<file path="src/rtl/booth_radix4_mult.sv">
// Sequential radix-4 (modified) Booth multiplier, WIDTH x WIDTH -> 2*WIDTH.
// Signed or unsigned per operation; one 2-bit recode step per cycle behind a start/ready handshake.
module booth_radix4_mult #(
   parameter int WIDTH = 8
) (
   input  logic                 clk,
   input  logic                 rst,
   input  logic                 start,
   input  logic                 signed_mode,
   input  logic [WIDTH-1:0]     multiplicand,
   input  logic [WIDTH-1:0]     multiplier,
   output logic                 busy,
   output logic                 ready,
   output logic [2*WIDTH-1:0]   product
);

   localparam int W2 = WIDTH + 2;
   localparam int N  = W2 / 2;
   localparam int AW = W2 + 2;
   localparam int CW = $clog2(N + 1);

   typedef enum logic [1:0] {IDLE, RUN, DONE} state_t;

   state_t             state_q, state_d;
   logic [AW-1:0]      a_q, a_d;
   logic [W2-1:0]      q_q, q_d;
   logic               q1_q, q1_d;
   logic [W2-1:0]      mx_q, mx_d;
   logic [CW-1:0]      cnt_q, cnt_d;
   logic [2*WIDTH-1:0] product_q, product_d;
   logic               busy_q, busy_d;
   logic               ready_q, ready_d;

   logic [AW-1:0]      mx_ext, mx2_ext, addend, sum, a_next;
   logic [W2-1:0]      q_next;

   always_comb begin
      // NOTE: every variable gets a default first so no path through the case can infer a latch.
      state_d   = state_q;
      a_d       = a_q;
      q_d       = q_q;
      q1_d      = q1_q;
      mx_d      = mx_q;
      cnt_d     = cnt_q;
      product_d = product_q;

      mx_ext  = {{2{mx_q[W2-1]}}, mx_q};
      mx2_ext = mx_ext << 1;
      unique case ({q_q[1], q_q[0], q1_q})
         3'b001, 3'b010: addend = mx_ext;
         3'b011:         addend = mx2_ext;
         3'b100:         addend = ~mx2_ext + AW'(1);
         3'b101, 3'b110: addend = ~mx_ext + AW'(1);
         default:        addend = '0;
      endcase
      sum    = a_q + addend;
      // {A,Q,q_1} arithmetic shift right by two, A's sign replicated
      a_next = {{2{sum[AW-1]}}, sum[AW-1:2]};
      q_next = {sum[1:0], q_q[W2-1:2]};

      unique case (state_q)
         IDLE, DONE: begin
            if (start) begin
               mx_d    = {{2{signed_mode & multiplicand[WIDTH-1]}}, multiplicand};
               q_d     = {{2{signed_mode & multiplier[WIDTH-1]}}, multiplier};
               a_d     = '0;
               q1_d    = 1'b0;
               cnt_d   = '0;
               state_d = RUN;
            end else if (state_q == DONE) begin
               state_d = IDLE;
            end
         end
         RUN: begin
            a_d   = a_next;
            q_d   = q_next;
            q1_d  = q_q[1];
            cnt_d = cnt_q + CW'(1);
            if (cnt_q == CW'(N - 1)) begin
               state_d   = DONE;
               product_d = {a_next[WIDTH-3:0], q_next};
            end
         end
         default: state_d = IDLE;
      endcase

      busy_d  = (state_d == RUN);
      ready_d = (state_d == DONE);
   end

   // NOTE: state and outputs use non-blocking assignments; the datapath is reset too so a reset mid-run leaves no stale partial product.
   always_ff @(posedge clk or posedge rst) begin
      if (rst) begin
         state_q   <= IDLE;
         a_q       <= '0;
         q_q       <= '0;
         q1_q      <= 1'b0;
         mx_q      <= '0;
         cnt_q     <= '0;
         product_q <= '0;
         busy_q    <= 1'b0;
         ready_q   <= 1'b0;
      end else begin
         state_q   <= state_d;
         a_q       <= a_d;
         q_q       <= q_d;
         q1_q      <= q1_d;
         mx_q      <= mx_d;
         cnt_q     <= cnt_d;
         product_q <= product_d;
         busy_q    <= busy_d;
         ready_q   <= ready_d;
      end
   end

   assign busy    = busy_q;
   assign ready   = ready_q;
   assign product = product_q;

endmodule

</file>
<file path="config.mk">
export PLATFORM = sky130hd
export DESIGN_NAME = booth_radix4_mult
export DESIGN_NICKNAME = d
export VERILOG_FILES = /design/src/rtl/booth_radix4_mult.sv
export SDC_FILE = /design/constraint.sdc
export NUM_CORES = 1
export LEC_CHECK = 0
export BUFFER_PORTS_ARGS = -buffer_cell sky130_fd_sc_hd__buf_2
export CORE_MARGIN = 5
export CORE_UTILIZATION = 40
export DETAILED_ROUTE_END_ITERATION = 8
export SLEW_MARGIN = 20
export SYNTH_ARGS = -nofsm -noshare
export SYNTH_HDL_FRONTEND = slang
export SYNTH_SLANG_ARGS = --single-unit
</file>
<file path="constraint.sdc">
create_clock -name clk -period 3.23 [get_ports clk]
set_input_delay 0.323 -clock clk [delete_from_list [all_inputs] [get_ports clk]]
set_output_delay 0.323 -clock clk [all_outputs]
set_load 0.01 [all_outputs]
</file>
### Word-level counts from Yosys, hierarchy flattened

Index checks and enable logic that the tools add are counted.
Widths: inputs -> output; s select.

* add/subtract/negate cells: 4
* multiplexer cells: 13
* bitwise gates (word level): 4
* reduce and logical (&&, ||, !) cells: 8
* eq/ne operators: 12

Operators by type and width (count)
* $pmux 12 s4: 1
* $add 12x1->12 const B: 2
* $not 12->12: 2
* $pmux 12 s2: 1
* $pmux 10 s2: 1
* $add 12x12->12: 1
* $eq 3x3->1 const B: 4
* $mux 12: 1
* $mux 10: 1
* $eq 3x2->1 const B: 2
* $mux 2: 3
* $pmux 3 s2: 1
* $reduce_and 2->1: 3
* $reduce_or 2->1: 3
* $eq 2x1->1 const B: 2
* $eq 2x2->1 const B: 2
* $pmux 2 s2: 1
* $add 3x1->3 const B: 1
* $eq 3x1->1 const B: 1
* $mux 3: 1
* $and 1x1->1: 2
* $logic_not 2->1: 1
* $ne 2x2->1 const B: 1
* $pmux 1 s2: 1
* other kinds (2): 2

* bits in registers: 55
* output and inout bits: 18
* word-level logic and storage cells: 50

### Logic depth before layout (Yosys ltp)

Gate-level depths: netlist of run 1.

* word-level depth: 5
* depth in mapped cells: 16
* depth with buffers taken out: 15

### Least setup slack after synthesis of run 1

No wires, ideal clock.

* kind: flip-flop to flip-flop
* from: register mx_q[0]
* to: register a_q[10]
* data required time: 3111 ps
* slack: -259 ps
* stages on the path, launching flop included: 16
* setup time: 119 ps
* data arrival time: 3370 ps
* path through: dfrtp_1 inv_1 ha_1 or3b_2 clkbuf_1 nor3_1 nor2b_1 xor2_1 a22oi_1 o21ai_0 ha_1 nand3_1 or4_1 a31oi_1 o31ai_2 a21bo_1

* word-level cells in the longest chain between the ends: 5
* elaborated cells between the ends (all ways): 7

RTL lines
* start: declaration: line 28 `logic [W2-1:0] mx_q, mx_d;`
* start signal: assignment: line 108 `mx_q <= mx_d;`
* $not 12->12, on equally long branches: line 53, 52
* $add 12x1->12, on equally long branches: line 53, 52
* $pmux 12 s4 (*): line 49 `unique case ({q_q[1], q_q[0], q1_q})`
* $add 12x12->12 (*): line 56 `sum = a_q + addend;`
* $pmux 12 s2 (*): line 61 `unique case (state_q)`
* end signal: assignment: line 95 `a_q <= '0;`
* end signal: assignment: line 105 `a_q <= a_d;`
* end: declaration: line 25 `logic [AW-1:0] a_q, a_d;`

Mark *: on every way between the ends. The rest lies on a longest branch, timed or not.
A chain may end at the register's enable or synchronous reset.

### Worst setup path after layout of run 1

Same ends and word-level chain as after synthesis.

==> results of run 1 <==
## metrics by stage
step | setup TNS [ns] | hold WS, ns | util | area [um2]
finish | -0.0421 | 0.169 | 0.528 | 4100
global route | -0.312 | 0.203 | 0.528 | 4100
CTS | -0.0378 | 0.196 | 0.511 | 3970
detailed placement | -0.289 | 0.471 | 0.494 | 3840
global placement | -0.193 | 0.463 | 0.494 | 3840
floorplan | -0.0458 | 0.428 | - | 3260
## state kept, by name (all words and copies together) (netlist names)
register / count
q1_q: 1
ready: 1
a_q: 10
busy: 1
mx_q: 9
q_q: 10
product: 16
cnt_q: 3
state_q: 2
## cell usage in the layout, fill, tap and decap left out, types with 5 or more instances in the layout
cell,Yosys,final
dfrtp_1,53,52
o21ai_0,37,28
mux2_2,10,10
o22ai_1,8,8
o21ai_1,1,6
nor2_1,25,24
buf_2,4,37
nand2b_1,5,5
buf_4,0,55
ha_1,14,12
nand3_1,10,10
a22oi_1,6,6
xnor2_1,6,5
nor2b_1,9,9
clkbuf_8,0,5
xor2_1,9,8
a21oi_1,17,15
nor3_1,10,7
inv_1,13,10
nand2_1,68,66
## worst register-to-register path, delay by kind of cell (launching register included)
| kind | cells | cell delay, ns |
|---|---|---|
| and+or+nand+nor | 5 | 1.62 |
| AOI/OAI and AO/OA | 5 | 0.71 |
| DFF | 1 | 0.42 |
| adders and majority gates | 1 | 0.33 |
| xor gates and xnor gates | 1 | 0.08 |
## layout make-up
class | instances | area, um2
fill | 758 | 3670
clock buffer | 5 | 68.8
multi-input combinational | 280 | 1880
sequential | 53 | 1330
timing repair buffer | 92 | 598
tap | 102 | 128
inverter | 14 | 52.6
clock inverter | 3 | 47.5
## cell usage after synthesis, types with 2 or more instances
library cell / instances / area share
buf_2: 4 / 0.0062
nand3_1: 10 / 0.016
nor3_1: 10 / 0.016
ha_1: 14 / 0.055
or2_2: 2 / 0.0039
a221oi_1: 3 / 0.0082
or4_4: 2 / 0.0070
a31oi_1: 5 / 0.0097
xor2_1: 9 / 0.025
buf_6: 2 / 0.0070
xnor2_1: 6 / 0.016
o211ai_1: 4 / 0.0094
or4_1: 2 / 0.0047
dfrtp_1: 53 / 0.41
nand2_1: 68 / 0.080
o41ai_1: 3 / 0.0082
nor2b_1: 9 / 0.018
nand2b_1: 5 / 0.0097
a21o_1: 2 / 0.0047
a22oi_1: 6 / 0.014
inv_1: 13 / 0.015
mux2_2: 10 / 0.035
nor2_1: 25 / 0.029
a21oi_1: 17 / 0.027
clkbuf_1: 15 / 0.018
mux2i_1: 2 / 0.0062
o22ai_1: 8 / 0.016
o21ai_0: 37 / 0.058
a2111oi_0: 2 / 0.0055
## timing repair
action | 4_1_cts | 5_1_grt
gates resized for setup | 4 | 28
hold buffers | 0 | 0
setup endpoints to repair | 4 | 7
endpoints found under the hold margin | 0 | 0
pin swaps | 1 | 14
setup buffers | 0 | 3
## cell families after synthesis
logic type	share of synthesized area
buffers and inverters	0.0530
muxes	0.0413
DFF	0.413
adders and majority gates	0.0608
and+or+nand+nor	0.200
AOI/OAI and AO/OA	0.191
xor gates and xnor gates	0.0409
## worst max-delay path by stage
stage,from,to,slack (ns),cells past startpoint
finish,mx_q[0]$_DFFE_PP0P_,a_q[10]$_DFFE_PP0P_,-0.04,12
global route,mx_q[0]$_DFFE_PP0P_,a_q[10]$_DFFE_PP0P_,-0.18,14
global placement,mx_q[0]$_DFFE_PP0P_,a_q[10]$_DFFE_PP0P_,-0.13,16
CTS,mx_q[1]$_DFFE_PP0P_,a_q[10]$_DFFE_PP0P_,-0.04,12
detailed placement,mx_q[1]$_DFFE_PP0P_,a_q[10]$_DFFE_PP0P_,-0.20,16
floorplan,mx_q[1]$_DFFE_PP0P_,a_q[10]$_DFFE_PP0P_,-0.05,15
## layer usage
metal,routed length [um],vias to the layer above
li1,-,1449
met1,4010,1412
met2,3850,45
met3,293,7
met4,90,0
met5,0,-
==> impl_metrics.csv, run 1 <==
group,metric,value,unit
outcome,status,"complete, but fails checks",
outcome,violations,"setup timing",
grt,use_met1,0.244,
sta,rsz0062_at_grt,"yes",
sta,skew,0.00669,ns
worst_setup_path,path_common_cell,"or4_4",
sta,slew_headroom,0.381,
worst_setup_path,cp_cell_sequence,"or4_4 > or2_4 > nand2_4 > xnor2_2 > a221oi_2 > a31oi_1 > ha_1 > o21ai_2 > or4_4 > and4_4 > o21ai_1 > a21bo_1",
drt,drc_errors,0,
die,row_count,32,
placement,io_buffers,37,
worst_setup_path,r2r_end,"a_q[10]$_DFFE_PP0P_",
grt,met2_usage,0.278,
worst_setup_path,crit_buf_inv,0,
run,maxCapViolations,0,
cts,numClockSinks,53,
grt,busiest_layer,"met2",
placement,place_inst,538,
drt,drtPass1Iterations,4,
synthesis,synthArstFlopShare,1.00,
drt,drtIter0Drc,114,
sta,slew_viol_final,0,
grt,track_usage,0.172,
die,core-area,7770,um2
layout,fin_nets,481,
placement,gp_congestion,0.877,
grt,antenna_found_initial,0,
synthesis,synthesis.area,3210,um2
synthesis,syn-num-nets,405,
grt,grt_max_degree,41,
worst_setup_path,start_kind,"register",
cts,h-tree-depth,2,
grt,grt_overflow,0,
grt,grt_use_met3,0.0281,
drt,finalWirelength,8240,um
layout,instances_no_fill,549,
grt,grt_pass1_vias,2876,
sta,setup_viol,1,
die,die-area,9910,um2
worst_setup_path,critPathArrivalTime,3.49,ns
drt,vias,2913,
grt,grt_pass1_wl,13900,um
drt,vias_per_cell,5.31,
sta,hold_viol,0,
synthesis,ys.flop_type,"dfrtp_1",
die,io_pins,38,
cts,tritoncts,"built",
worst_setup_path,path_delay_family,"simple AND/OR/NAND/NOR gates",
worst_setup_path,cp_max_fo,3,
sta,setup_ws,-0.0421,ns
placement,hpwlAfterDp,6080,um
worst_setup_path,worstPathRequired,3.44,ns
sta,period_minus_slack,3.27,ns
hold_path,hp-class,"in2async",
drt,ant_nets,0,
synthesis,synthCells,370,
cts,cts.clk_slew.worst_paths,0.11,ns
worst_setup_path,r2r_setup_slack,-0.04,ns
placement,pre_cts_ws,-0.204,ns
cts,max-clock-path-buffers,2,
synthesis,synth.distinct_cells,51,
worst_setup_path,critPathKind,"reg2reg",
worst_setup_path,cpMaxStageDelayCell,"or4_4",
worst_setup_path,rr_worst_depth,12,
cts,clkLatencyLatePin,0.31,ns
cts,cts_root_buf,"clkbuf_8",
worst_setup_path,critPathCaptureType,"register",
synthesis,ys_ff_latch,53,
layout,antennaDiodeCount,0,
synthesis,yosysWarnings,0,
sta,fmax,306,MHz
sta,period_share,1.01,
synthesis,ys_seq_area_frac,0.413,
cts,numCtsBuffers,5,
die,initial_core_util,0.413,
synthesis,syn_area_per_cell,8.67,um2
sta,worstMarginPinSlew,0.926,ns
synthesis,synth_edf_count,0,
layout,drive_gt1_frac,0.331,
worst_setup_path,slowest_delay,0.56,ns
layout,area_growth,27.8,%
die,die_y,99.6,um
worst_setup_path,r2r-start,"mx_q[0]$_DFFE_PP0P_",
die,die_w,99.6,um
drt,wl_per_cell,15.0,um
Power of run 1 is left out: the tool's default activity adds up to more than one toggle a clock period on the data nets, which glitch-free logic cannot reach.
==> run 2, diff against run 1 <==
Clock period 3.23 ns to 3.55 ns, I/O delays scaled along.
==> run 2 against run 1 <==
The run now ends clean. Maximum frequency down 3.0%. Clock skew up 0.0042 ns. Sequential share of layout area up 2.6 points. Global-route usage up 0.49 points. Via count down 3.1%. Critical endpoint unchanged. Highest routed layer unchanged.
==> impl_metrics.csv, run 2 (synthesis results as in run 1) <==
group,metric,value,unit
layout,layout_common_cells,"nand2_1, dfrtp_1, buf_2",
worst_setup_path,critPathArrivalTime,3.59,ns
sta,setup_ws,0.177,ns
layout,multiInputGateArea,1770,um2
worst_setup_path,slowest_delay,0.43,ns
worst_setup_path,cpMaxStageDelayCell,"dfrtp_1",
sta,hold_viol,0,
worst_setup_path,worstPathRequired,3.77,ns
layout,fin_nets,458,
sta,period_share,0.950,
die,initial_core_util,0.413,
layout,final_common_cell,"nand2_1",
drt,vias_per_cell,5.37,
cts,h-tree-depth,2,
placement,gp_congestion,0.913,
sta,slew_headroom,0.316,
sta,worstMarginPinSlew,1.02,ns
drt,drtPass1Iterations,4,
die,die_y,99.6,um
layout,seqCellArea,1330,um2
drt,ant_nets,0,
die,row_count,32,
grt,antenna_found_initial,0,
cts,max-clock-path-buffers,2,
cts,holdBufCountCts,0,
worst_setup_path,critPathKind,"reg2reg",
layout,fin_util,0.488,
drt,drtIter0Drc,119,
worst_setup_path,start_kind,"register",
sta,slew_viol_final,0,
placement,io_buffers,37,
die,die-area,9910,um2
layout,largest_reg_flops,16,
sta,fmax,296,MHz
die,io_pins,38,
grt,grt_pass1_vias,2898,
grt,grt_pass1_wl,14200,um
cts,numCtsBuffers,5,
cts,cts_root_buf,"clkbuf_8",
die,core-area,7770,um2
cts,tritoncts,"built",
layout,drive_gt1_frac,0.252,
layout,area_growth,18.2,%
grt,grt_max_degree,40,
outcome,status,"completed",
layout,antennaDiodeCount,0,
grt,track_usage,0.176,
worst_setup_path,critPathCaptureType,"register",
placement,pre_cts_ws,-0.00658,ns
run,maxCapViolations,0,
worst_setup_path,cp_cell_sequence,"inv_2 > ha_2 > or3b_4 > nor3_4 > nor2b_1 > xor2_1 > a22oi_1 > o21ai_1 > ha_1 > buf_4 > a21oi_1 > o21ai_1 > a31oi_2 > and4_4 > o31ai_2 > a21bo_1",
grt,grt_overflow,0,
sta,setup_viol,0,
worst_setup_path,cp_max_fo,5,
drt,vias,2824,
sta,skew,0.0109,ns
cts,clkLatencyLatePin,0.31,ns
drt,finalWirelength,8020,um
sta,period_minus_slack,3.37,ns
die,die_w,99.6,um
drt,drc_errors,0,
drt,wl_per_cell,15.3,um
hold_path,hp-class,"in2async",
worst_setup_path,path_common_cell,"o21ai_1",
layout,fill_cells,778,
cts,numClockSinks,53,
cts,cts.clk_slew.worst_paths,0.11,ns
placement,hpwlAfterDp,6000,um
-- run 2: final cells by class --
type	count	area share
multi-input cells	280	0.465
flip-flops and latches	53	0.350
repair buffers	69	0.112
well taps	102	0.0336
clock buffers	5	0.0181
inverters	14	0.0139
clock inverters	3	0.00693
-- run 2: through the flow --
stage / instances / TNS, ns / hold WS [ns] / instance area (um2)
2_1_floorplan: 370 / 0 / 0.456 / 3210
3_3_place_gp: 515 / 0 / 0.464 / 3620
3_5_place_dp: 515 / -0.00658 / 0.474 / 3620
4_1_cts: 523 / 0 / 0.227 / 3720
5_1_grt: 526 / -0.0419 / 0.247 / 3790
6_report: 526 / 0 / 0.204 / 3790
-- run 2: path summary, 6_finish.rpt --
check | slack (ns) | cells past startpoint | to | startpoint
min in group clk | 0.23 | 3 | mx_q[4]$_DFFE_PP0P_ | multiplicand[4]
max in group asynchronous | 2.60 | 3 | a_q[1]$_DFFE_PP0P_ | rst
worst min-delay path | 0.20 | 2 | a_q[10]$_DFFE_PP0P_ | rst
worst min register to register | 0.50 | 2 | product[14]$_DFFE_PP0P_ | product[14]$_DFFE_PP0P_
worst max register to register | 0.18 | 16 | a_q[10]$_DFFE_PP0P_ | mx_q[0]$_DFFE_PP0P_
worst max-delay path | 0.18 | 16 | a_q[10]$_DFFE_PP0P_ | mx_q[0]$_DFFE_PP0P_
-- run 2: worst max-delay path: cells and delay by family, from the launching register on --
| kind | cells | cell delay, ns |
|---|---|---|
| AOI/OAI and AO/OA | 7 | 1.06 |
| adders and majority gates | 2 | 0.50 |
| xor gates and xnor gates | 1 | 0.17 |
| DFF | 1 | 0.43 |
| and+or+nand+nor | 4 | 0.88 |
| buffers and inverters | 2 | 0.25 |
-- run 2: per-layer routing --
| metal | vias to the layer above | wire, um | track usage |
|---|---|---|---|
| li1 | 1401 | - | - |
| met1 | 1346 | 3840 | 0.245 |
| met2 | 62 | 3630 | 0.275 |
| met3 | 15 | 361 | 0.0337 |
| met4 | 0 | 195 | 0.0641 |
| met5 | - | 0 | 0 |
-- run 2: timing repair --
item,in CTS,in global routing
pin swaps,1,10
setup buffers,0,3
resized for setup,2,16
endpoints found under the hold margin,0,0
endpoints found under the setup margin,1,7
Power of run 2 is left out for the same reason.
==> run 3, diff against run 2 <==
Settings changed: CELL_PAD_IN_SITES_DETAIL_PLACEMENT from default to 0, CELL_PAD_IN_SITES_GLOBAL_PLACEMENT from default to 1, PLACE_DENSITY_LB_ADDON from default to 0.1.
==> run 3 against run 2 <==
Cell count fell by 1.1%. Maximum frequency is 1.2% lower. Via count down 2.9%. Sequential cell count unchanged. Critical path type unchanged. Critical endpoint unchanged.
==> impl_metrics.csv, run 3 (synthesis results as in run 1) <==
group,metric,value,unit
cts,numClockSinks,53,
placement,io_buffers,37,
layout,fin_util,0.484,
grt,grt_use_met3,0.0273,
layout,largest_reg_flops,16,
grt,track_usage,0.175,
grt,grt_pass1_vias,2793,
die,die_w,99.6,um
worst_setup_path,critPathArrivalTime,3.62,ns
layout,layout_common_cells,"nand2_1, dfrtp_1, buf_2",
die,die-area,9910,um2
cts,tritoncts,"built",
grt,busiest_layer,"met2",
sta,slew_headroom,0.475,
sta,worstMarginPinSlew,0.786,ns
drt,wl_per_cell,15.8,um
cts,numCtsBuffers,5,
worst_setup_path,start_kind,"register",
worst_setup_path,critPathKind,"reg2reg",
sta,setup_ws,0.135,ns
placement,pre_cts_ws,0.0130,ns
placement,gp_congestion,0.891,
outcome,status,"completed",
drt,drtPass1Iterations,4,
grt,met2_usage,0.283,
sta,slew_viol_final,0,
sta,hold_viol,0,
drt,vias,2742,
drt,ant_nets,0,
layout,area_growth,17.2,%
worst_setup_path,r2r_setup_slack,0.13,ns
sta,period_minus_slack,3.42,ns
drt,finalWirelength,8230,um
grt,antenna_found_initial,0,
sta,fmax,293,MHz
sta,setup_viol,0,
cts,cts_root_buf,"clkbuf_8",
grt,grt_overflow,0,
die,die_y,99.6,um
layout,drive_gt1_frac,0.230,
cts,holdBufCountCts,0,
run,maxCapViolations,0,
cts,cts.clk_slew.worst_paths,0.11,ns
grt,use_met1,0.246,
hold_path,hp-class,"in2async",
die,row_count,32,
drt,vias_per_cell,5.27,
die,io_pins,38,
drt,drtIter0Drc,82,
sta,whs,0.175,ns
die,core-area,7770,um2
worst_setup_path,critPathCaptureType,"register",
drt,drc_errors,0,
sta,finalSetupTns,0,ns
layout,antennaDiodeCount,0,
layout,final_common_cell,"nand2_1",
sta,skew,0.00955,ns
layout,fin_nets,452,
sta,rsz0062_at_grt,"yes",
cts,clkLatencyLatePin,0.31,ns
grt,grt_pass1_wl,14000,um
placement,hpwlAfterDp,6020,um
grt,grt_max_degree,36,
cts,max-clock-path-buffers,2,
cts,h-tree-depth,2,
worst_setup_path,worstPathRequired,3.75,ns
sta,period_share,0.962,
die,initial_core_util,0.413,
worst_setup_path,cp_max_fo,5,
run 3: cell type report:
type / instances / area [um2]
Sequential cell: 53 / 1330
Inverter: 14 / 52.6
Timing Repair Buffer: 63 / 380
Tap cell: 102 / 128
Multi-Input combinational cell: 280 / 1760
Clock buffer: 5 / 68.8
Fill cell: 797 / 4010
Clock inverter: 3 / 47.5
run 3: worst paths after layout:
| kind | startpoint | to | cells past startpoint |
|---|---|---|---|
| worst max-delay path | mx_q[2]$_DFFE_PP0P_ | a_q[10]$_DFFE_PP0P_ | 12 |
| worst min-delay path | rst | state_q[0]$_DFF_PP0_ | 2 |
| worst max register to register | mx_q[2]$_DFFE_PP0P_ | a_q[10]$_DFFE_PP0P_ | 12 |
| worst min register to register | product[14]$_DFFE_PP0P_ | product[14]$_DFFE_PP0P_ | 2 |
| max in group asynchronous | rst | a_q[8]$_DFFE_PP0P_ | 3 |
| min in group clk | multiplicand[6] | mx_q[6]$_DFFE_PP0P_ | 3 |
run 3: worst max-delay path, stage by stage, from the launching register on:
cell and delay [ns]:
dfrtp_1 0.41, or4_4 0.60, or2_4 0.27, nand2_1 0.08, xnor2_1 0.08, a221oi_1 0.28
a31oi_1 0.08, ha_1 0.30, o21ai_0 0.13, or4_4 0.55, and4_4 0.20, o21ai_1 0.10
a21bo_1 0.21
run 3: metal layers:
metal / share of wire / routed length [um]
met4: 0.0096 / 79
met2: 0.46 / 3810
met1: 0.50 / 4150
met5: 0 / 0
met3: 0.024 / 197
run 3: timing repair:
item | 4_1_cts | 5_1_grt
setup buffers | 1 | 0
setup endpoints to repair | 1 | 3
gates resized for setup | 2 | 10
pin swaps | 1 | 6
run 3: per-stage QoR:
| step | cells | cell area (um2) |
|---|---|---|
| after floorplan | 370 | 3210 |
| after global placement | 511 | 3590 |
| after detailed placement | 511 | 3590 |
| after CTS | 520 | 3730 |
| after global routing | 520 | 3760 |
| final | 520 | 3760 |
Power of run 3 is left out for the same reason.
